--- src/rtl/mesh_ep_pkg.sv ---
// Shared types and packet helpers for the mesh traffic endpoint.
package mesh_ep_pkg;

  typedef enum logic [1:0] {
    GEN_OFF      = 2'd0,
    GEN_PERIODIC = 2'd1,
    GEN_SATURATE = 2'd2
  } gen_mode_t;

  typedef enum logic [1:0] {
    G_IDLE = 2'd0,
    G_SEND = 2'd1,
    G_WAIT = 2'd2
  } gen_state_t;

  // Packet layout is {x, y, payload}; widths are passed in so one helper serves any parameterisation.
  function automatic logic [63:0] pack_pkt(input logic [31:0] x, input logic [31:0] y,
                                           input logic [31:0] pay, input int unsigned addr_w,
                                           input int unsigned pay_w);
    logic [63:0] amask;
    logic [63:0] pmask;
    amask = (64'd1 << addr_w) - 64'd1;
    pmask = (64'd1 << pay_w) - 64'd1;
    return ((64'(x) & amask) << (addr_w + pay_w)) | ((64'(y) & amask) << pay_w) | (64'(pay) & pmask);
  endfunction

  // Destination field {x, y} of a packet.
  function automatic logic [63:0] pkt_dest(input logic [63:0] pkt, input int unsigned pay_w);
    return pkt >> pay_w;
  endfunction

  // Payload field of a packet.
  function automatic logic [63:0] pkt_payload(input logic [63:0] pkt, input int unsigned pay_w);
    return pkt & ((64'd1 << pay_w) - 64'd1);
  endfunction

endpackage

--- src/rtl/mesh_traffic_endpoint_if.sv ---
// Valid/ready packet link between the endpoint and the mesh router.
interface mesh_traffic_endpoint_if #(
  parameter int unsigned WIDTH = 15
);
  logic             valid;
  logic             ready;
  logic [WIDTH-1:0] data;

  modport master (output valid, output data, input ready);
  modport slave  (input valid, input data, output ready);
endinterface

--- src/rtl/ep_sink.sv ---
// Packet sink: registered ready, saturating accept counter, payload capture, misroute flag.
module ep_sink
  import mesh_ep_pkg::*;
#(
  parameter int unsigned WIDTH  = 15,
  parameter int unsigned ADDR_W = 2,
  parameter int unsigned MY_X   = 0,
  parameter int unsigned MY_Y   = 0,
  localparam int unsigned PAY_W = WIDTH - 2 * ADDR_W
) (
  input  logic                          clk,
  input  logic                          rst_n,
  input  logic                          sink_en,
  mesh_traffic_endpoint_if.slave        rx,
  output logic [15:0]                   rx_count,
  output logic [PAY_W-1:0]              rx_last,
  output logic                          misroute_err
);

  localparam int unsigned DEST_W = 2 * ADDR_W;
  localparam logic [DEST_W-1:0] MY_DEST = {ADDR_W'(MY_X), ADDR_W'(MY_Y)};

  logic              accept;
  logic [DEST_W-1:0] dest;
  logic [PAY_W-1:0]  payload;

  assign accept  = rx.valid && rx.ready;
  assign dest    = DEST_W'(pkt_dest(64'(rx.data), PAY_W));
  assign payload = PAY_W'(pkt_payload(64'(rx.data), PAY_W));

  // Sink state: ready follows sink_en one cycle late; counters and capture update on accept.
  always_ff @(posedge clk or negedge rst_n) begin
    if (!rst_n) begin
      rx.ready     <= 1'b0;
      rx_count     <= '0;
      rx_last      <= '0;
      misroute_err <= 1'b0;
    end else begin
      rx.ready <= sink_en;
      if (accept) begin
        if (rx_count != '1) rx_count <= rx_count + 16'd1;
        rx_last <= payload;
        if (dest != MY_DEST) misroute_err <= 1'b1;
      end
    end
  end

endmodule

--- src/rtl/mesh_traffic_endpoint.sv ---
// Mesh local-port traffic endpoint: sequence-numbered packet source plus checking sink.
module mesh_traffic_endpoint
  import mesh_ep_pkg::*;
#(
  parameter int unsigned WIDTH  = 15,
  parameter int unsigned ADDR_W = 2,
  parameter int unsigned MY_X   = 0,
  parameter int unsigned MY_Y   = 0,
  parameter int unsigned PERIOD = 4,
  localparam int unsigned PAY_W = WIDTH - 2 * ADDR_W
) (
  input  logic                  clk,
  input  logic                  rst_n,
  input  logic [1:0]            gen_mode,
  input  logic [2*ADDR_W-1:0]   gen_dest,
  input  logic [15:0]           gen_limit,
  mesh_traffic_endpoint_if.master tx,
  output logic [15:0]           tx_count,
  output logic                  gen_done,
  input  logic                  sink_en,
  mesh_traffic_endpoint_if.slave rx,
  output logic [15:0]           rx_count,
  output logic [PAY_W-1:0]      rx_last,
  output logic                  misroute_err
);

  localparam int unsigned GAP_W   = $clog2(PERIOD + 1);
  localparam bit          HAS_GAP = (PERIOD > 1);

  gen_state_t       state, state_n;
  gen_mode_t        mode_q, mode_n;
  logic [GAP_W-1:0] gap, gap_n;
  logic             valid_n;
  logic [WIDTH-1:0] data_n;
  logic [15:0]      count_n;
  logic [15:0]      count_inc;
  logic             mode_on;
  logic             done_after;

  function automatic logic [WIDTH-1:0] make_pkt(input logic [2*ADDR_W-1:0] dest,
                                                input logic [PAY_W-1:0] seq);
    return WIDTH'(pack_pkt(32'(dest[2*ADDR_W-1:ADDR_W]), 32'(dest[ADDR_W-1:0]),
                           32'(seq), ADDR_W, PAY_W));
  endfunction

  assign mode_on    = (gen_mode == GEN_PERIODIC) || (gen_mode == GEN_SATURATE);
  assign gen_done   = (gen_limit != '0) && (tx_count >= gen_limit);
  assign count_inc  = (tx_count == '1) ? tx_count : tx_count + 16'd1;
  assign done_after = (gen_limit != '0) && (count_inc >= gen_limit);

  // Source state, registered valid/data and accepted-packet counter.
  always_ff @(posedge clk or negedge rst_n) begin
    if (!rst_n) begin
      state    <= G_IDLE;
      mode_q   <= GEN_OFF;
      gap      <= '0;
      tx.valid <= 1'b0;
      tx.data  <= '0;
      tx_count <= '0;
    end else begin
      state    <= state_n;
      mode_q   <= mode_n;
      gap      <= gap_n;
      tx.valid <= valid_n;
      tx.data  <= data_n;
      tx_count <= count_n;
    end
  end

  // Source next-state: mode/dest are resampled whenever a fresh packet is launched, and a
  // pending packet is never withdrawn, so OFF or a lowered limit only take effect after it.
  always_comb begin
    state_n = state;
    mode_n  = mode_q;
    gap_n   = gap;
    valid_n = tx.valid;
    data_n  = tx.data;
    count_n = tx_count;
    case (state)
      G_IDLE: begin
        if (mode_on && !gen_done) begin
          state_n = G_SEND;
          valid_n = 1'b1;
          data_n  = make_pkt(gen_dest, tx_count[PAY_W-1:0]);
          mode_n  = gen_mode_t'(gen_mode);
        end
      end
      G_SEND: begin
        if (tx.ready) begin
          count_n = count_inc;
          if (done_after || !mode_on) begin
            state_n = G_IDLE;
            valid_n = 1'b0;
          end else if (mode_q == GEN_PERIODIC && HAS_GAP) begin
            state_n = G_WAIT;
            valid_n = 1'b0;
            gap_n   = GAP_W'(1);
          end else begin
            valid_n = 1'b1;
            data_n  = make_pkt(gen_dest, count_inc[PAY_W-1:0]);
            mode_n  = gen_mode_t'(gen_mode);
          end
        end
      end
      G_WAIT: begin
        if (!mode_on || gen_done) begin
          state_n = G_IDLE;
          gap_n   = '0;
        end else if (gap >= GAP_W'(PERIOD - 1)) begin
          state_n = G_SEND;
          gap_n   = '0;
          valid_n = 1'b1;
          data_n  = make_pkt(gen_dest, tx_count[PAY_W-1:0]);
          mode_n  = gen_mode_t'(gen_mode);
        end else begin
          gap_n = gap + GAP_W'(1);
        end
      end
      default: begin
        state_n = G_IDLE;
        valid_n = 1'b0;
      end
    endcase
  end

  ep_sink #(
    .WIDTH (WIDTH),
    .ADDR_W(ADDR_W),
    .MY_X  (MY_X),
    .MY_Y  (MY_Y)
  ) u_sink (
    .clk         (clk),
    .rst_n       (rst_n),
    .sink_en     (sink_en),
    .rx          (rx),
    .rx_count    (rx_count),
    .rx_last     (rx_last),
    .misroute_err(misroute_err)
  );

endmodule

--- src/flat_wrapper.sv ---
// flat-port wrapper written by rule: the top's interface ports become plain ports
module mesh_traffic_endpoint_flat import mesh_ep_pkg::*;
#(
  parameter int unsigned WIDTH  = 15,
  parameter int unsigned ADDR_W = 2,
  parameter int unsigned MY_X   = 0,
  parameter int unsigned MY_Y   = 0,
  parameter int unsigned PERIOD = 4,
  localparam int unsigned PAY_W = WIDTH - 2 * ADDR_W
)
  (clk, rst_n, gen_mode, gen_dest, gen_limit, tx_count, gen_done, sink_en, rx_count, rx_last, misroute_err, tx_valid, tx_data, tx_ready, rx_valid, rx_data, rx_ready);
  mesh_traffic_endpoint_if #(.WIDTH(WIDTH)) tx_i ();
  mesh_traffic_endpoint_if #(.WIDTH(WIDTH)) rx_i ();
  input  logic clk;
  input  logic rst_n;
  input  logic [1:0] gen_mode;
  input  logic [2*ADDR_W-1:0] gen_dest;
  input  logic [15:0] gen_limit;
  output logic [15:0] tx_count;
  output logic gen_done;
  input  logic sink_en;
  output logic [15:0] rx_count;
  output logic [PAY_W-1:0] rx_last;
  output logic misroute_err;
  output wire logic [$bits(tx_i.valid)-1:0] tx_valid;
  output wire logic [$bits(tx_i.data)-1:0] tx_data;
  input wire logic [$bits(tx_i.ready)-1:0] tx_ready;
  input wire logic [$bits(rx_i.valid)-1:0] rx_valid;
  input wire logic [$bits(rx_i.data)-1:0] rx_data;
  output wire logic [$bits(rx_i.ready)-1:0] rx_ready;
  assign tx_valid = tx_i.valid;
  assign tx_data = tx_i.data;
  assign tx_i.ready = tx_ready;
  assign rx_i.valid = rx_valid;
  assign rx_i.data = rx_data;
  assign rx_ready = rx_i.ready;
  mesh_traffic_endpoint #(.WIDTH(WIDTH), .ADDR_W(ADDR_W), .MY_X(MY_X), .MY_Y(MY_Y), .PERIOD(PERIOD)) u_core (.clk(clk), .rst_n(rst_n), .gen_mode(gen_mode), .gen_dest(gen_dest), .gen_limit(gen_limit), .tx(tx_i), .tx_count(tx_count), .gen_done(gen_done), .sink_en(sink_en), .rx(rx_i), .rx_count(rx_count), .rx_last(rx_last), .misroute_err(misroute_err));
endmodule
--- config.mk ---
export PLATFORM = sky130hd
export DESIGN_NAME = mesh_traffic_endpoint_flat
export DESIGN_NICKNAME = d
export VERILOG_FILES = /design/src/rtl/mesh_ep_pkg.sv /design/src/rtl/mesh_traffic_endpoint_if.sv /design/src/rtl/ep_sink.sv /design/src/rtl/mesh_traffic_endpoint.sv /design/src/flat_wrapper.sv
export SDC_FILE = /design/constraint.sdc
export NUM_CORES = 1
export LEC_CHECK = 0
export ABC_AREA = 1
export BUFFER_PORTS_ARGS = -buffer_cell sky130_fd_sc_hd__buf_2
export CORE_UTILIZATION = 35
export DETAILED_ROUTE_END_ITERATION = 10
export GPL_TIMING_DRIVEN = 0
export MAX_ROUTING_LAYER = met4
export SYNTH_ARGS = -nofsm -noshare
export SYNTH_HDL_FRONTEND = slang
export SYNTH_SLANG_ARGS = --single-unit
--- constraint.sdc ---
create_clock -name clk -period 3.3 [get_ports clk]
set_input_delay 0.165 -clock clk [delete_from_list [all_inputs] [get_ports clk]]
set_output_delay 0.165 -clock clk [all_outputs]
set_load 0.005 [all_outputs]
After elaboration in Yosys (flattened, before gate mapping). Index checks and enable logic that the tools add are counted.

Bits in registers: 68. Word-level logic and storage cells: 91. Input bits: 42. Output and inout port bits: 62.

Equality and inequality tests: 16. Mux-type cells: 35. Magnitude comparators: 3. Bitwise logic cells: 3. $add $sub $neg: 3. Reductions and logical operators: 21.

Operators by type and width (count): $mux W15 (6); $pmux W15 S3 (1); $add A16 B1 Y16 const B (2); $ge A16 B16 Y1 (2); $or A15 B11 Y15 (2); $mux W2 (12); $eq A16 B16 Y1 const B (1); $mux W16 (1); $ne A16 B16 Y1 const B (1); $reduce_bool A16 Y1 (1); $mux W3 (5); $or A15 B13 Y15 (1); $pmux W2 S3 (2); $reduce_and A4 Y1 (3); $ne A2 B2 Y1 const B (4); $reduce_and A7 Y1 (1); $eq A2 B1 Y1 const B (3); $mux W1 (6); $ne A2 B1 Y1 const B (3); $ne A3 B1 Y1 const B (2); $pmux W3 S2 (1); $reduce_and A2 Y1 (3); $eq A2 B2 Y1 const B (2); $logic_and A1 B1 Y1 (4); other kinds (9) (12).

Depth between registers and ports, before layout.
Depth after elaboration: 8. Depth in mapped cells: 23.

Cells and area by module. From an unflattened synthesis, not the netlist that was laid out.

Cells, all modules: 626. Area, all modules: 4530.6 µm².

By module, submodules not included: mesh_traffic_endpoint (sequential area each 975.9 µm², area an instance 2994.1 µm², times used 1, cells an instance 422); ep_sink (sequential area each 725.7 µm², area an instance 1536.5 µm², times used 1, cells an instance 204).

Worst setup path after synthesis. Ideal clock, no wire load.

Path kind: reg2reg. Start: register u_core.tx_count[1]. End: register u_core.tx.data[11]. Buffers on the path: 1. Stages on the path, launching flop included: 23. Data required time: 3.183 ns. Setup time: 0.117 ns. Arrival: 2.957 ns. Setup slack: 0.226 ns. Path through: dfrtp_1 -> ha_1 -> nand3_1 -> nor2_1 -> nand2_1 -> nor2_1 -> nand2_1 -> nor3_1 -> nor2_1 -> xor2_1 -> ha_1 -> nand2_1 -> o21bai_1 -> a21oi_1 -> nor2_1 -> nand2_1 -> nand2_1 -> nand3_1 -> nand2_2 -> nand3_4 -> buf_6 -> nand2_1 -> nand2_1.

Longest elaborated chain between the ends: 7.

Ends and longest elaborated chain: from (decl) (RTL line mesh_traffic_endpoint.sv:18) `output logic [15:0] tx_count,`; from (signal assigned) (RTL line mesh_traffic_endpoint.sv:66) `tx_count <= count_n;`; $add A16 B1 Y16 or $eq A16 B16 Y1 (tied branches) (RTL line mesh_traffic_endpoint.sv:48) `assign count_inc = (tx_count == '1) ? tx_count : tx_count + 16'd1;`; $mux W16 (*) (RTL line mesh_traffic_endpoint.sv:48); via u_core.count_inc[11] (RTL line mesh_traffic_endpoint.sv:36) `logic [15:0] count_inc;`; $ge A16 B16 Y1 (*) (RTL line mesh_traffic_endpoint.sv:49) `assign done_after = (gen_limit != '0) && (count_inc >= gen_limit);`; $logic_and A1 B1 Y1 (*) (RTL line mesh_traffic_endpoint.sv:49); $logic_or A1 B1 Y1 (*) (RTL line mesh_traffic_endpoint.sv:91) `if (done_after || !mode_on) begin`; $ne A2 B2 Y1 (no line) (*); $reduce_and A7 Y1 (no line) (*); to (signal assigned) (RTL line mesh_traffic_endpoint.sv:65) `tx.data <= data_n;`; to (decl) (RTL line mesh_traffic_endpoint_if.sv:9) `modport master (output valid, output data, input ready);`.

Mark *: on every way through the listed nets, which the timed path passes. The rest lies on a longest branch. A chain may end at the register's enable or synchronous reset.

Final worst setup path.
Start: register u_core.tx_count[0]. End: register u_core.tx.data[12].

Same word-level chain as after synthesis.

==> flow_summary.json <==
{
  "status": "complete, but fails checks",
  "violations": "design-rule violations",
  "track_usage_pct": 19.0,
  "place_area_sq_um": 4950,
  "cts_made_buffers": 9,
  "synth_area_leaders": "dfrtp_1, nand2_1, ha_1, inv_1, o21ai_0",
  "numPortBuffers": 103,
  "drt_iter0_drc": 196,
  "final_max_slew_viol_count": 0,
  "critPathMaxFanout": 5,
  "path_cells": "ha_4 -> nand3_4 -> nor2_4 -> nand2_2 -> nor2_4 -> nand2_2 -> nor3_4 -> nor2_2 -> xor2_2 -> ha_1 -> nand2_1 -> o21bai_1 -> a21oi_1 -> nor2_1 -> nand2_1 -> nand2_2 -> nand3_4 -> nand2_4 -> nand3_4 -> clkbuf_16 -> nand2_4 -> nand2_2",
  "drt-total-wl_microns": 11200,
  "synth_compound_area_share_pct": 8.23,
  "synth_warnings": 0,
  "synth.yosys.seq_area_share_pct": 40.0,
  "hold_violations": 0,
  "cts_num_sinks": 68,
  "max_stage_delay_ns": 0.39,
  "yosysMostFrequentCell": "nand2_1",
  "synth_top_family_by_area": "simple AND/OR/NAND/NOR gates",
  "nNetsFinal": 767,
  "via_per_inst": 4.92,
  "nFillCells": 1125,
  "dr.pass1.iters": 7,
  "fin_setup_tns_ns": 0,
  "fin_crit_ns": 3.14,
  "synth-simple-area-share_pct": 28.5,
  "die_y_microns": 112,
  "insertion_delay_ns": 0.33,
  "whs_ns": 0.0290,
  "synth_seq_cells": 68,
  "async_flop_share_pct": 100,
  "yosysTopAreaCellShare_pct": 40.0,
  "power.leakage_nw": 3.06,
  "cp-start-kind": "register",
  "end_kind": "register",
  "multi_input_comb_area_sq_um": 2450,
  "syn_to_final_growth_pct": 33.2,
  "coreArea_sq_um": 11600,
  "avgSynthCellArea_sq_um": 7.67,
  "syn_area_sq_um": 4260,
  "die_w_microns": 112,
  "worst_pin_slew_ns": 0.892,
  "total_power_mw": 4.40,
  "rsz0062_at_grt": "yes",
  "tritoncts": "built",
  "synth.distinct_cells": 31,
  "row_count": 39,
  "clkTransAtPathRegs_ns": 0.06,
  "arrival_ns": 3.36,
  "syn-instance-count": 555,
  "post_drt_wl_per_cell_microns": 13.3,
  "yosys.area_share.adder_pct": 10.6,
  "hp-class": "in -> reg",
  "grt_pass1_vias": 3962,
  "ir_worst_vdd_v": 0.000295,
  "synth_xor_area_share_pct": 5.11,
  "postRouteAntennaNets": 0,
  "skew_ns": 0.00850,
  "vias": 4122,
  "cts_max_level": 3,
  "synthFlopType": "dfrtp_1",
  "final-setup-viol-count": 0,
  "synthMuxAreaShare_pct": 0.265,
  "die_area_sq_um": 12600,
  "clockBufferDepth": 2,
  "cp_slowest_cell": "dfrtp_2",
  "period_share_pct": 95.3,
  "cap_violations": 0,
  "initial_utilization_pct": 36.7,
  "io_pins": 104,
  "n_antenna_cell": 0,
  "synth_edf_count": 0,
  "critPathKind": "reg -> reg",
  "worst_path_most_repeated_cell": "nand2_2",
  "routabilityCongestion": 0.847,
  "grt-ovfl-total": 0,
  "root_buffer": "clkbuf_16",
  "grt_max_degree": 69,
  "regArea_sq_um": 1710,
  "p_per_area_nw_per_um2": 776,
  "synth_common_cells": "nand2_1, dfrtp_1, inv_1",
  "final_util_pct": 48.8,
  "grt_pass1_wl_microns": 18700,
  "drive_above_1_share_pct": 28.2,
  "antenna_found_initial": 0,
  "syn_nets": 633,
  "timing.fmax_mhz": 318,
  "design_area_sq_um": 5670,
  "slew_headroom_pct": 40.5,
  "drc": 4,
  "synth_area_leader_cell": "dfrtp_1",
  "dp_hpwl_microns": 8260,
  "cp.required_ns": 3.52
}
-- power breakdown --
group	switching, mW	internal (mW)
clock network	0.352	0.623
logic	1.19	0.881
registers	0.272	1.08
total	1.81	2.59
-- through the flow --
stage          cells  setup slack (ns)
3_5_place_dp     801            -0.378
6_report         837             0.156
4_1_cts          823           0.00349
2_1_floorplan    555             0.226
3_3_place_gp     801            -0.360
5_1_grt          837            -0.111
-- worst max-delay path: cells and delay by family, from the launching register on --
family | cells | cell delay (ns)
buffers and inverters | 1 | 0.21
adder cells (fa/ha/maj) | 2 | 0.50
XOR/XNOR | 1 | 0.15
AO/OA/AOI/OAI | 2 | 0.20
AND/OR/NAND/NOR | 16 | 1.59
flip-flops | 1 | 0.39
-- logic make-up after synthesis --
| kind of cell | count (synthesis) |
|---|---|
| AO/OA/AOI/OAI | 65 |
| buffers and inverters | 78 |
| adder cells (fa/ha/maj) | 36 |
| AND/OR/NAND/NOR | 283 |
| XOR/XNOR | 24 |
| flip-flops | 68 |
| multiplexers | 1 |
-- cell usage in the layout (no fill, tap or decap), drive strengths merged, types with 4 or more instances in the layout --
master	instances
nand2	186
buf	128
dfrtp	68
inv	66
o21ai	41
ha	36
nor2	35
nand4	24
xor2	20
nand3	19
a21oi	18
clkbuf	17
nor3	12
nor4	6
xnor2	4
-- final cells by class --
type | instances | share of cell area [%]
clock buffer | 12 | 4.52
tap | 143 | 3.16
sequential | 68 | 30.2
clock inverter | 4 | 0.838
buffer | 12 | 1.24
inverter | 66 | 4.37
timing repair buffer | 123 | 12.4
multi-input combinational | 409 | 43.3
-- worst paths after layout --
kind / start / endpoint / slack (ns) / cells past startpoint
min in group asynchronous: rst_n / u_core.tx_count[5]$_DFFE_PN0P_ / 0.49 / 2
hold reg to reg: u_core.tx.valid$_DFFE_PN0P_ / u_core.tx.valid$_DFFE_PN0P_ / 0.46 / 2
hold / removal: rx_data[10] / u_core.u_sink.rx_last[10]$_DFFE_PN0P_ / 0.03 / 3
setup / recovery: u_core.tx_count[0]$_DFFE_PN0P_ / u_core.tx.data[12]$_DFFE_PN0P_ / 0.16 / 22
max in group asynchronous: rst_n / u_core.tx_count[9]$_DFFE_PN0P_ / 2.17 / 2
setup reg to reg: u_core.tx_count[0]$_DFFE_PN0P_ / u_core.tx.data[12]$_DFFE_PN0P_ / 0.16 / 22
-- metal layers --
metal	GRT usage, %	part of all wire, %	vias up
li1	-	-	2070
met3	3.89	4.7	15
met1	24.3	46	1944
met5	-	0	-
met4	5.60	1.5	0
met2	30.6	48	93
-- sequential cells by signal, indices dropped and copies added (netlist names) --
name and count:
u_core.tx_count 16, u_core.u_sink.rx_count 16, u_core.tx.data 15, u_core.u_sink.rx_last 11, u_core.gap 3, u_core.mode_q 2
u_core.state 2, u_core.tx.valid 1, u_core.u_sink.misroute_err 1, u_core.u_sink.rx.ready 1
-- what timing repair did --
item,4_1_cts,5_1_grt
resized for setup,8,55
setup endpoints to repair,21,23
hold buffers,2,0
gates cloned,0,1
pin swaps,3,15
hold endpoints to repair,4,0
setup buffers,4,13
No activity file was read; power rests on OpenSTA's default activity.
